File: config.mk
export PLATFORM = sky130hd
export DESIGN_NAME = if_id_stage
export DESIGN_NICKNAME = d
export VERILOG_FILES = /design/src/rtl/if_id_stage.sv
export SDC_FILE = /design/constraint.sdc
export NUM_CORES = 1
export LEC_CHECK = 0
export CAP_MARGIN = 20
export CELL_PAD_IN_SITES_DETAIL_PLACEMENT = 0
export CELL_PAD_IN_SITES_GLOBAL_PLACEMENT = 1
export CORE_MARGIN = 1
export CORE_UTILIZATION = 35
export DETAILED_ROUTE_END_ITERATION = 10
export PLACE_DENSITY_LB_ADDON = 0.2
export SLEW_MARGIN = 25
export SYNTH_ARGS = -nofsm -noshare
export SYNTH_HDL_FRONTEND = slang
export SYNTH_SLANG_ARGS = --single-unit
File: constraint.sdc
create_clock -name clk -period 1.95 [get_ports clk]
set_input_delay 0.195 -clock clk [delete_from_list [all_inputs] [get_ports clk]]
set_output_delay 0.195 -clock clk [all_outputs]
set_load 0.05 [all_outputs]
File: src/rtl/if_id_stage.sv
// Thumb fetch unit and IF/ID pipeline register with a one-entry skid buffer and branch redirect.
// Latency: a response loads IF/ID on the edge that samples it; IMEM_REQ rises on the first edge after reset.
// Backpressure: STALL holds IF/ID, one extra response parks in the skid and fetch pauses until STALL drops.
module if_id_stage #(
    parameter logic [31:0] RESET_PC = 32'h0000_0000
) (
    input  logic        clk,
    input  logic        rst_n,
    output logic        imem_req,
    output logic [31:0] imem_addr,
    input  logic [15:0] imem_rdata,
    input  logic        imem_valid,
    input  logic        stall,
    input  logic        branch_taken,
    input  logic [31:0] branch_target,
    output logic        id_valid,
    output logic [15:0] instr,
    output logic [31:0] pc_id,
    output logic [2:0]  imm3,
    output logic [4:0]  imm5,
    output logic [7:0]  imm8,
    output logic [10:0] imm11,
    output logic [2:0]  rd,
    output logic [2:0]  rs,
    output logic [2:0]  rn
);

    typedef enum logic [1:0] {
        FETCH   = 2'd0,
        SKID    = 2'd1,
        DISCARD = 2'd2
    } state_t;

    state_t      state, state_nxt;
    logic        started;
    logic        pend, pend_nxt;
    logic [31:0] fpc, fpc_nxt;
    logic [31:0] tgt_q, tgt_nxt;
    logic [15:0] skid_instr, skid_instr_nxt;
    logic [31:0] skid_pc, skid_pc_nxt;
    logic [15:0] instr_nxt;
    logic [31:0] pc_id_nxt;
    logic        id_valid_nxt;
    logic        rsp_acc;
    logic [31:0] br_tgt;

    assign br_tgt    = branch_target & ~32'd1;
    assign imem_req  = started && (state != SKID);
    assign imem_addr = fpc;

    // A response only counts once its request has been visible for a full cycle,
    // which filters strobes left over from a request abandoned by reset.
    assign rsp_acc  = imem_valid && pend;
    assign pend_nxt = imem_req && !rsp_acc;

    always_comb begin
        state_nxt      = state;
        fpc_nxt        = fpc;
        tgt_nxt        = tgt_q;
        skid_instr_nxt = skid_instr;
        skid_pc_nxt    = skid_pc;
        instr_nxt      = instr;
        pc_id_nxt      = pc_id;
        id_valid_nxt   = id_valid;

        if (branch_taken) begin
            id_valid_nxt   = 1'b0;
            skid_instr_nxt = 16'h0000;
            skid_pc_nxt    = 32'h0;
            // An in-flight request must drain before the target can be presented.
            if (imem_req && !rsp_acc) begin
                state_nxt = DISCARD;
                tgt_nxt   = br_tgt;
            end else begin
                state_nxt = FETCH;
                fpc_nxt   = br_tgt;
            end
        end else begin
            case (state)
                FETCH: begin
                    if (rsp_acc) begin
                        fpc_nxt = fpc + 32'd2;
                        if (stall && id_valid) begin
                            skid_instr_nxt = imem_rdata;
                            skid_pc_nxt    = fpc;
                            state_nxt      = SKID;
                        end else begin
                            instr_nxt    = imem_rdata;
                            pc_id_nxt    = fpc;
                            id_valid_nxt = 1'b1;
                        end
                    end else if (!stall) begin
                        id_valid_nxt = 1'b0;
                    end
                end
                SKID: begin
                    if (!stall) begin
                        instr_nxt    = skid_instr;
                        pc_id_nxt    = skid_pc;
                        id_valid_nxt = 1'b1;
                        state_nxt    = FETCH;
                    end
                end
                DISCARD: begin
                    id_valid_nxt = 1'b0;
                    if (rsp_acc) begin
                        fpc_nxt   = tgt_q;
                        state_nxt = FETCH;
                    end
                end
                default: state_nxt = FETCH;
            endcase
        end
    end

    always_ff @(posedge clk or negedge rst_n) begin
        if (!rst_n) begin
            state      <= FETCH;
            started    <= 1'b0;
            pend       <= 1'b0;
            fpc        <= RESET_PC;
            tgt_q      <= 32'h0;
            skid_instr <= 16'h0000;
            skid_pc    <= 32'h0;
            instr      <= 16'h0000;
            pc_id      <= 32'h0;
            id_valid   <= 1'b0;
        end else begin
            state      <= state_nxt;
            started    <= 1'b1;
            pend       <= pend_nxt;
            fpc        <= fpc_nxt;
            tgt_q      <= tgt_nxt;
            skid_instr <= skid_instr_nxt;
            skid_pc    <= skid_pc_nxt;
            instr      <= instr_nxt;
            pc_id      <= pc_id_nxt;
            id_valid   <= id_valid_nxt;
        end
    end

    assign imm3  = instr[8:6];
    assign imm5  = instr[10:6];
    assign imm8  = instr[7:0];
    assign imm11 = instr[10:0];
    assign rd    = instr[2:0];
    assign rs    = instr[5:3];
    assign rn    = instr[8:6];

endmodule

==> parameters.txt, run 1 <==
Parameter                              Value

Route
  DR DRC count ... 0
  Post-detailed-route wirelength per cell ... 17.09 µm
  Vias per inst ... 4.987
  Number of nets with antenna violations after routing ... 0
  DRC marker count from the first detailed-route iteration ... 388
  Routed via count ... 6837
  Post-Route WL ... 23.43 mm
  Initial DRT Pass Iterations ... 5

Worst setup path
  Cell family with the largest share of critical-path delay ... buffers and inverters
  Endpoint class of the critical path ... primary output
  Arrival time of the worst setup path ... 1.69 ns
  Crit path buf inv count ... 1
  Stage delay of the slowest cell on the critical path ... 0.82 ns
  Largest fanout of any net on the critical path ... 6
  Worst endpoint required time ... 1.75 ns
  WS Path Type ... reg -> out
  CP Launch Type ... flip-flop
  Critical Path, Cell by Cell ... clkdlybuf4s50_1
  CP max-delay cell ... sky130_fd_sc_hd__clkdlybuf4s50_1

Global routing
  GRT Util Overall ... 20.21%
  Total congestion overflow ... 0
  Met3 track demand over resource in global routing ... 3.639%
  Fraction of met1 tracks used by global routing ... 28.88%
  First-pass GRT wire length ... 37.80 mm
  Number of global-route vias before repair ... 6613
  Maximum number of pins on one net before global-route repair ... 53
  Antenna violations before repair ... 0
  Global Route met2 Usage ... 31.52%
  Most used routing layer in global routing ... met2

Floorplan
  Die footprint ... 0.02423 mm²
  Die Height ... 155.7 µm
  Top Ports ... 171
  Placement row count ... 55
  Floorplan Core Area ... 0.02292 mm²
  Die boundary width ... 155.7 µm
  Starting density of the core ... 36.06%

Finish
  Total of fill cells in the finished design ... 2229
  Area growth, synth to finish ... 35.93%
  Fraction of final layout cells sized beyond drive strength 1 ... 19.49%
  Multi-input gate area ... 0.003677 mm²
  Fin nets ... 1101
  Final Util ... 49.01%
  Register area ... 0.004096 mm²
  Cell area after layout ... 0.01123 mm²

STA
  Max-slew violation count ... 0
  Period minus WS final ... 1.883 ns
  Slew Limit Headroom ... 63.00%
  Number of hold violations in the final report ... 0
  Final setup violation count ... 0
  Part of the cycle the worst path needs ... 96.57%
  Transition time at the pin with the least slew margin ... 0.5532 ns
  Summed negative setup slack over all endpoints ... 0 ns
  Setup Skew ... 0.01514 ns
  Final critical-path setup slack ... 0.06685 ns
  Highest attainable clock frequency ... 0.5310 GHz

Status
  Run status ... finished, final reports clean

Flow run
  Count of max-cap constraint violations ... 0

Clock network
  TritonCTS clock tree ... yes
  Clk Tree Root Cell ... sky130_fd_sc_hd__clkbuf_16
  Clock slew at reported path FFs ... 0.07 ns
  H-Tree Level Count ... 4
  Insertion delay to the later sink of the worst-skew pair ... 0.43 ns
  Sinks on the clock net ... 163
  Number of buffers on the longest clock path ... 2
  Total CTS buffers ... 17

Yosys
  Synthesized area per cell ... 9.519 µm²
  Area fraction of the dominant cell type after synthesis ... 49.36%
  Post-synthesis net count ... 925
  Number of enable-type register cells in the synthesized netlist ... 0
  Main synth FF type ... sky130_fd_sc_hd__dfrtp_1
  Distinct cell type count after synthesis ... 64
  Mapped cell area ... 0.008263 mm²
  Cell type with the largest total area after synthesis ... sky130_fd_sc_hd__dfrtp_1
  FFs w/ async S/R, synth ... 100.0%
  Cell count after synthesis ... 868
  Count of synthesis-stage warnings from yosys ... 0
  #FFs+latches synth ... 163
  Leading post-synthesis cells by cell area ... sky130_fd_sc_hd__dfrtp_1 49%, sky130_fd_sc_hd__a21oi_1 7.8%, sky130_fd_sc_hd__mux2i_1 6.3%, sky130_fd_sc_hd__nand2_1 5.8%, sky130_fd_sc_hd__mux2_2 4.2%
  Share of synthesized area occupied by flip-flops and latches ... 49.36%

Placement
  Half-perimeter wire length of the detailed placement result ... 16.71 mm
  Number of I/O port buffers ... 168
  Setup Slack @ Placement ... -0.07534 ns
  Cell Area, Placed ... 0.01057 mm²
  Final weighted congestion in routability-driven placement ... 0.8517

Min path
  Class of the tightest hold or removal check ... in -> async

Power
  Total leakage power ... 0.004600 µW
  Worst ir drop on vdd ... 0.7008 mV
  Pwr/cell area ... 1685 mW/mm²
[what timing repair did]
| action | CTS | global route |
|---|---|---|
| buffers inserted | 0 | 1 |
| endpoints found under the setup margin | 21 | 88 |
| pin swaps | 0 | 1 |
| hold buffers | 1 | 0 |
| gates cloned | 0 | 0 |
| hold endpoints to repair | 30 | 0 |
| gates resized for setup | 19 | 21 |
[flip-flops by register name (all words and copies together) (netlist names)]
signal	flops
id_valid	1
pend	1
skid_pc	32
pc_id	32
instr	16
imem_addr	31
skid_instr	16
tgt_q	31
state	2
started	1
[placed cells by master (no fill, tap or decap), types with 23 or more instances in the layout]
master	Yosys	routed
sky130_fd_sc_hd__mux2_2	31	31
sky130_fd_sc_hd__a21oi_1	128	128
sky130_fd_sc_hd__dfrtp_1	163	149
sky130_fd_sc_hd__mux2i_1	52	52
sky130_fd_sc_hd__buf_4	39	89
sky130_fd_sc_hd__nand2_1	127	127
sky130_fd_sc_hd__nor2_1	79	77
sky130_fd_sc_hd__o21ai_0	24	23
sky130_fd_sc_hd__clkdlybuf4s50_1	0	127
[Yosys cell counts (6+ instances only)]
master,number
sky130_fd_sc_hd__buf_2,16
sky130_fd_sc_hd__a2bb2oi_1,7
sky130_fd_sc_hd__nand4_1,13
sky130_fd_sc_hd__clkbuf_1,26
sky130_fd_sc_hd__inv_1,7
sky130_fd_sc_hd__nor2_1,79
sky130_fd_sc_hd__o211ai_1,6
sky130_fd_sc_hd__nand3_1,17
sky130_fd_sc_hd__dfrtp_1,163
sky130_fd_sc_hd__xor2_1,7
sky130_fd_sc_hd__a21oi_1,128
sky130_fd_sc_hd__o21ai_0,24
sky130_fd_sc_hd__buf_1,13
sky130_fd_sc_hd__mux2_2,31
sky130_fd_sc_hd__and3_1,7
sky130_fd_sc_hd__nand2_1,127
sky130_fd_sc_hd__nor3_1,7
sky130_fd_sc_hd__buf_4,39
sky130_fd_sc_hd__o22ai_1,6
sky130_fd_sc_hd__mux2i_1,52
[stage by stage]
stage          hold WS, ns  cells  power [µW]
2_1_floorplan      -0.1006    868       12370
3_3_place_gp        0.1121   1336       15740
5_1_grt             0.2422   1370       19930
3_5_place_dp        0.1137   1336       15820
4_1_cts             0.2201   1369       19030
6_report            0.2265   1371       18920
[kinds of logic (layout without fill, tap and decap cells)]
family | count (synthesis) | count (layout) | share of synthesized area, %
AO/OA/AOI/OAI | 219 | 219 | 15.66
AND/OR/NAND/NOR | 276 | 276 | 14.95
buffers and inverters | 109 | 298 | 7.541
adder cells (fa/ha/maj) | 4 | 4 | 0.6057
flip-flops | 163 | 163 | 49.36
XOR/XNOR | 12 | 12 | 1.272
other | 2 | 3 | 0.09089
multiplexers | 83 | 83 | 10.52
[power by group]
part	internal [µW]	switching, µW
logic	3590	6820
registers	4400	859
clock network	1800	1450
total	9790	9130
[layer usage]
metal	vias up	routed length [µm]	part of all wire [%]
met3	18	1189	5.1
met4	0	302	1.3
li1	3359	-	-
met5	-	0	0
met1	3269	11310	48
met2	191	10630	45
[area by class of cell]
type | instances | share of cell area (%)
flip-flops and latches | 163 | 36.47
clock inverters | 14 | 1.159
diodes | 1 | 0.02228
multi-input cells | 596 | 32.74
inverters | 9 | 0.3230
clock buffers | 18 | 3.910
well taps | 313 | 3.487
repair buffers | 257 | 21.89
[final timing paths]
kind | start | to | slack [ns] | cells after the start
max | imem_addr[5]$_DFFE_PN0P_ | imem_addr[5] | 0.07 | 1
min | rst_n | tgt_q[5]$_DFFE_PN0P_ | 0.23 | 2
max reg2reg | state[0]$_DFFE_PN0P_ | imem_addr[27]$_DFFE_PN0P_ | 0.07 | 8
min reg2reg | tgt_q[11]$_DFFE_PN0P_ | tgt_q[11]$_DFFE_PN0P_ | 0.50 | 1
max in group asynchronous | rst_n | pc_id[31]$_DFFE_PN0P_ | 0.95 | 4
min in group clk | branch_taken | state[0]$_DFFE_PN0P_ | 0.25 | 3
Note: power is estimated with default switching activity, not from simulation.
==> inputs of run 2 (changes only) <==
- CORE_UTILIZATION: 35 -> 48
- DONT_BUFFER_PORTS: not set -> 1
- clock period: 1.95 -> 2.04 ns (I/O delays scaled with it)
==> run 2 against run 1 <==
The run now ends with hold timing left; power is 13% lower; first-iteration DRC count rose by 44%; combinational power down 32%; sequential power is 20% higher; global-route usage is 5.8 points higher; register-to-register slack about the same; clock skew shrank 0.0056 ns; sequential cell count unchanged; final cell count decreased by 15%; final area down 11%; wire length decreased by 3.0%; utilization up 11 points; highest routed layer unchanged.
==> parameters.txt, run 2 (synthesis gave the netlist of run 1 again) <==
Parameter                              Value

Status
  Run status ... finished, violations left
  Failing checks ... hold timing

Worst setup path
  FF-to-FF Start ... state[0]$_DFFE_PN0P_
  Arrival time of the worst setup path ... 2.26 ns
  Stage delay of the slowest cell on the critical path ... 0.50 ns
  Worst-case register-to-register setup slack ... 0.08 ns
  CP Launch Type ... flip-flop
  Reg2Reg Depth ... 7
  Terminus of the critical flop-to-flop path ... imem_addr[16]$_DFFE_PN0P_
  Largest fanout of any net on the critical path ... 6
  Worst endpoint required time ... 2.34 ns
  WS Path Type ... reg -> reg
  Critical Path, Cell by Cell ... inv_2, ha_2, o2bb2ai_4, nand3_4, or4_1, a32o_1, o31a_1
  Endpoint class of the critical path ... flip-flop
  CP max-delay cell ... sky130_fd_sc_hd__or4_1

Floorplan
  Die boundary width ... 133.2 µm
  Floorplan Core Area ... 0.01670 mm²
  Starting density of the core ... 49.48%
  Die footprint ... 0.01774 mm²
  Placement row count ... 47
  Top Ports ... 171
  Die Height ... 133.2 µm

Placement
  Half-perimeter wire length of the detailed placement result ... 14.20 mm
  Number of I/O port buffers ... 0
  Final weighted congestion in routability-driven placement ... 0.8818
  Placed Cells incl. Taps ... 1078
  Cell Area, Placed ... 0.008811 mm²

STA
  Hold_ws ... -0.5244 ns
  Setup Skew ... 0.009579 ns
  Final setup violation count ... 0
  Summed negative setup slack over all endpoints ... 0 ns
  Period minus WS final ... 1.961 ns
  RSZ-0062 raised after global routing ... false
  Max-slew violation count ... 0
  Slew Limit Headroom ... 54.98%
  Transition time at the pin with the least slew margin ... 0.6808 ns
  Part of the cycle the worst path needs ... 96.14%
  Highest attainable clock frequency ... 0.5099 GHz
  Number of hold violations in the final report ... 163

Finish
  Cell area after layout ... 0.01001 mm²
  Total of fill cells in the finished design ... 1419
  Register area ... 0.004105 mm²
  Most common cell after layout, fill and taps aside ... sky130_fd_sc_hd__dfrtp_1
  Area growth, synth to finish ... 21.09%
  Antenna Diode Count ... 0
  Count of placed standard cells in the final layout, fillers left out ... 1162
  Largest registers ... pc_id x32, skid_pc x32
  Top library cells by usage in the layout, fill and taps aside ... 142 x sky130_fd_sc_hd__dfrtp_1, 128 x sky130_fd_sc_hd__a21oi_1, 127 x sky130_fd_sc_hd__nand2_1
  Fin nets ... 986
  Fraction of final layout cells sized beyond drive strength 1 ... 21.13%
  Multi-input gate area ... 0.003637 mm²

Global routing
  First-pass GRT wire length ... 35.51 mm
  Total congestion overflow ... 0
  Antenna violations before repair ... 0
  Maximum number of pins on one net before global-route repair ... 164
  Number of global-route vias before repair ... 6581
  GRT Util Overall ... 26.00%

Route
  Post-detailed-route wirelength per cell ... 19.57 µm
  Vias per inst ... 5.776
  DR DRC count ... 0
  Number of nets with antenna violations after routing ... 0
  Routed via count ... 6712
  Post-Route WL ... 22.74 mm
  DRC marker count from the first detailed-route iteration ... 559
  Initial DRT Pass Iterations ... 5

Clock network
  Hold Buf Count CTS ... 50
  Total CTS buffers ... 17
  Insertion delay to the later sink of the worst-skew pair ... 0.42 ns
  TritonCTS clock tree ... yes
  Number of buffers on the longest clock path ... 2
  Sinks on the clock net ... 163
  Clk Tree Root Cell ... sky130_fd_sc_hd__clkbuf_16
  H-Tree Level Count ... 4
  Clock slew at reported path FFs ... 0.06 ns
  Postcts setup bufs ... 0

Power
  Power consumption ... 16540 µW
  Switching power share of the total ... 50.82%
  Relative contribution of the clock network to total power ... 19.3%
  Internal Power ... 8136 µW
  Worst ir drop on vdd ... 1.127 mV
  Combinational cell fraction of total power ... 42.6%
  Switching component of the power ... 8407 µW
  Total leakage power ... 0.004068 µW
  Sequential share of power ... 38.1%
  Pwr/cell area ... 1653 mW/mm²

Min path
  Class of the tightest hold or removal check ... in -> async

Flow run
  Count of max-cap constraint violations ... 0
run 2: power groups by stage:
stage	logic [µW]	clock network (µW)	registers, µW
finish	7050	3200	6300
detailed placement	6840	0	6350
global placement	6770	0	6310
floorplan	4160	0	7640
CTS	6970	3270	6280
global route	7500	3410	6410
run 2: critical path: cells and delay by family, from the launching register on:
kind,cells,cell delay (ns)
compound gates,3,0.57
fa+ha+maj,1,0.26
buf+inv,1,0.09
flops,1,0.36
simple gates,2,0.58
run 2: worst max path at each step:
stage,slack (ns),start,endpoint,cells past startpoint
detailed placement,0.02,state[0]$_DFFE_PN0P_,imem_addr[16]$_DFFE_PN0P_,8
CTS,0.0009,state[0]$_DFFE_PN0P_,imem_addr[16]$_DFFE_PN0P_,8
global route,0.02,state[0]$_DFFE_PN0P_,pc_id[7]$_DFFE_PN0P_,9
floorplan,0.007,imem_addr[15]$_DFFE_PN0P_,imem_addr[31]$_DFFE_PN0P_,7
global placement,0.07,state[0]$_DFFE_PN0P_,imem_addr[16]$_DFFE_PN0P_,8
finish,0.08,state[0]$_DFFE_PN0P_,imem_addr[16]$_DFFE_PN0P_,7
run 2: per-layer routing:
layer	wire length, µm	up-vias	global-route usage (%)	share of wire [%]
met5	0	-	0	0
met4	357	0	8.649	1.6
met3	1728	28	6.240	7.6
met2	10690	253	40.72	47
met1	9957	3306	35.51	44
li1	-	3125	-	-
run 2: layout make-up:
| cell class | instances | area share, % |
|---|---|---|
| inverter | 9 | 0.3376 |
| multi-input combinational | 596 | 36.35 |
| timing repair buffer | 142 | 13.63 |
| tap | 220 | 2.751 |
| clock inverter | 14 | 1.513 |
| sequential | 163 | 41.03 |
| clock buffer | 18 | 4.389 |
run 2: what timing repair did:
item,CTS,global route
setup endpoints to repair,0,60
hold endpoints to repair,271,163
gates resized for setup,0,8
run 2: through the flow:
step           util (%)  worst slack [ns]  hold WS [ns]
2_1_floorplan         -          0.006623      -0.09159
3_3_place_gp      52.76           0.06841      -0.08548
3_5_place_dp      52.76           0.01958      -0.08679
4_1_cts           59.39         0.0009119       -0.5441
5_1_grt           59.91           0.01502       -0.5497
6_report          59.91           0.07881       -0.5244
==> inputs of run 3 (changes only) <==
- CELL_PAD_IN_SITES_DETAIL_PLACEMENT: 0 -> not set
- CELL_PAD_IN_SITES_GLOBAL_PLACEMENT: 1 -> not set
- CORE_UTILIZATION: 48 -> 64
- SKIP_CTS_REPAIR_TIMING: not set -> 1
- SLEW_MARGIN: 25 -> not set
==> run 3 against run 2 <==
The run still ends with hold timing left; clock skew down 0.0038 ns; final cell count down 4.3%; setup slack worse by 0.022 ns; wire length down 0.77%.
==> parameters.txt, run 3 (synthesis gave the netlist of run 1 again) <==
Parameter                              Value

Status
  Run status ... finished, violations left
  Failing checks ... hold timing

Route
  Uppermost metal layer occupied by signal nets ... met4
  DRC marker count from the first detailed-route iteration ... 940
  Post-detailed-route wirelength per cell ... 20.29 µm
  DR DRC count ... 0
  Routed via count ... 7030
  Vias per inst ... 6.322
  M1 wire length ... 8.641 mm
  Post-Route WL ... 22.56 mm
  Met3 layer wire length in the routed design ... 2.408 mm
  Wire length on met2 ... 10.89 mm
  Initial DRT Pass Iterations ... 6
  Number of nets with antenna violations after routing ... 0

Finish
  Largest registers ... pc_id x32, skid_pc x32
  Top library cells by usage in the layout, fill and taps aside ... 142 x sky130_fd_sc_hd__dfrtp_1, 128 x sky130_fd_sc_hd__a21oi_1, 127 x sky130_fd_sc_hd__nand2_1
  Most common cell after layout, fill and taps aside ... sky130_fd_sc_hd__dfrtp_1
  Count of placed standard cells in the final layout, fillers left out ... 1112
  Fin nets ... 985
  Fraction of final layout cells sized beyond drive strength 1 ... 20.32%
  Multi-input gate area ... 0.003613 mm²
  Final Util ... 78.11%
  Antenna Diode Count ... 0
  Total of fill cells in the finished design ... 866
  Register area ... 0.004105 mm²
  Cell area after layout ... 0.009857 mm²
  Area growth, synth to finish ... 19.29%

Clock network
  H-Tree Level Count ... 4
  TritonCTS clock tree ... yes
  Insertion delay to the later sink of the worst-skew pair ... 0.43 ns
  Number of buffers on the longest clock path ... 2
  Sinks on the clock net ... 163
  Total CTS buffers ... 17
  Clock slew at reported path FFs ... 0.06 ns
  Clk Tree Root Cell ... sky130_fd_sc_hd__clkbuf_16

Power
  Worst ir drop on vdd ... 0.9708 mV
  Pwr/cell area ... 1674 mW/mm²
  Total leakage power ... 0.004056 µW

STA
  Slew Limit Headroom ... 63.72%
  Transition time at the pin with the least slew margin ... 0.5441 ns
  Period minus WS final ... 1.983 ns
  Setup Skew ... 0.005756 ns
  Part of the cycle the worst path needs ... 97.21%
  Hold_ws ... -0.5274 ns
  Number of hold violations in the final report ... 169
  Max-slew violation count ... 0
  RSZ-0062 raised after global routing ... true
  Highest attainable clock frequency ... 0.5042 GHz
  Summed negative setup slack over all endpoints ... 0 ns
  Final setup violation count ... 0

Floorplan
  Die footprint ... 0.01337 mm²
  Die boundary width ... 115.6 µm
  Die Height ... 115.6 µm
  Top Ports ... 171
  Starting density of the core ... 65.48%
  Floorplan Core Area ... 0.01262 mm²
  Placement row count ... 41

Worst setup path
  Arrival time of the worst setup path ... 2.29 ns
  CP Launch Type ... flip-flop
  WS Path Type ... reg -> reg
  Worst-case register-to-register setup slack ... 0.06 ns
  Terminus of the critical flop-to-flop path ... imem_addr[16]$_DFFE_PN0P_
  FF-to-FF Start ... state[0]$_DFFE_PN0P_
  Reg2Reg Depth ... 7
  Endpoint class of the critical path ... flip-flop
  Worst endpoint required time ... 2.34 ns
  Largest fanout of any net on the critical path ... 8

Flow run
  Count of max-cap constraint violations ... 0

Placement
  Placed Cells incl. Taps ... 1032
  Half-perimeter wire length of the detailed placement result ... 14.18 mm
  Number of I/O port buffers ... 0
  Final weighted congestion in routability-driven placement ... 0.9166
  Cell Area, Placed ... 0.008743 mm²

Global routing
  Antenna violations before repair ... 0
  Total congestion overflow ... 0
  First-pass GRT wire length ... 33.00 mm
  Maximum number of pins on one net before global-route repair ... 164
  Number of global-route vias before repair ... 6532
  GRT Util Overall ... 32.72%

Min path
  Class of the tightest hold or removal check ... in -> async
-- run 3: changes by cell type in the layout (fill, tap and decap cells not counted), moves of 3 or more --
cell / delta
sky130_fd_sc_hd__clkbuf_1: +6
sky130_fd_sc_hd__clkinvlp_4: -4
sky130_fd_sc_hd__buf_4: +3
sky130_fd_sc_hd__inv_6: -3
-- run 3: layout make-up --
type | count | share of cell area, %
Clock buffer | 26 | 4.963
Inverter | 9 | 0.3808
Sequential cell | 163 | 41.65
Clock inverter | 5 | 0.7997
Timing Repair Buffer | 141 | 13.37
Multi-Input combinational cell | 596 | 36.66
Tap cell | 172 | 2.183
-- run 3: worst max path at each step --
stage | start | endpoint | slack (ns) | cells past startpoint
2_1_floorplan | imem_addr[15]$_DFFE_PN0P_ | imem_addr[31]$_DFFE_PN0P_ | 0.007 | 7
3_3_place_gp | state[0]$_DFFE_PN0P_ | imem_addr[16]$_DFFE_PN0P_ | 0.14 | 7
3_5_place_dp | state[1]$_DFFE_PN0P_ | imem_addr[13]$_DFFE_PN0P_ | 0.08 | 9
4_1_cts | state[1]$_DFFE_PN0P_ | imem_addr[13]$_DFFE_PN0P_ | 0.08 | 9
5_1_grt | state[1]$_DFFE_PN0P_ | imem_addr[13]$_DFFE_PN0P_ | -0.06 | 9
6_report | state[0]$_DFFE_PN0P_ | imem_addr[16]$_DFFE_PN0P_ | 0.06 | 7
-- run 3: per-stage QoR --
stage               hold slack [ns]  worst slack (ns)  total power (µW)
floorplan                  -0.09159          0.006623             11800
global placement           -0.08732            0.1424             13010
detailed placement         -0.08814           0.08473             13210
CTS                         -0.5392           0.07536             16320
global route                -0.5454          -0.06442             17200
finish                      -0.5274           0.05684             16500
-- run 3: metal layers --
metal  vias to the layer above  global-route usage, %
li1                       3119                      -
met1                      3419                  41.91
met2                       426                  52.26
met3                        66                  9.414
met4                         0                  14.10
met5                         -                      0
-- run 3: critical path: stages, from the launching register on --
cell                         delay (ns)
sky130_fd_sc_hd__dfrtp_1           0.39
sky130_fd_sc_hd__inv_2             0.08
sky130_fd_sc_hd__ha_1              0.26
sky130_fd_sc_hd__buf_4             0.21
sky130_fd_sc_hd__clkinvlp_4        0.17
sky130_fd_sc_hd__or3_1             0.40
sky130_fd_sc_hd__a32o_1            0.25
sky130_fd_sc_hd__o31a_1            0.11
-- run 3: report_power, final --
| part | internal [µW] | switching (µW) | total (µW) |
|---|---|---|---|
| Sequential | 4200 | 2240 | 6430 |
| Clock | 1890 | 1200 | 3090 |
| Combinational | 2080 | 4900 | 6980 |
| Total | 8160 | 8340 | 16500 |
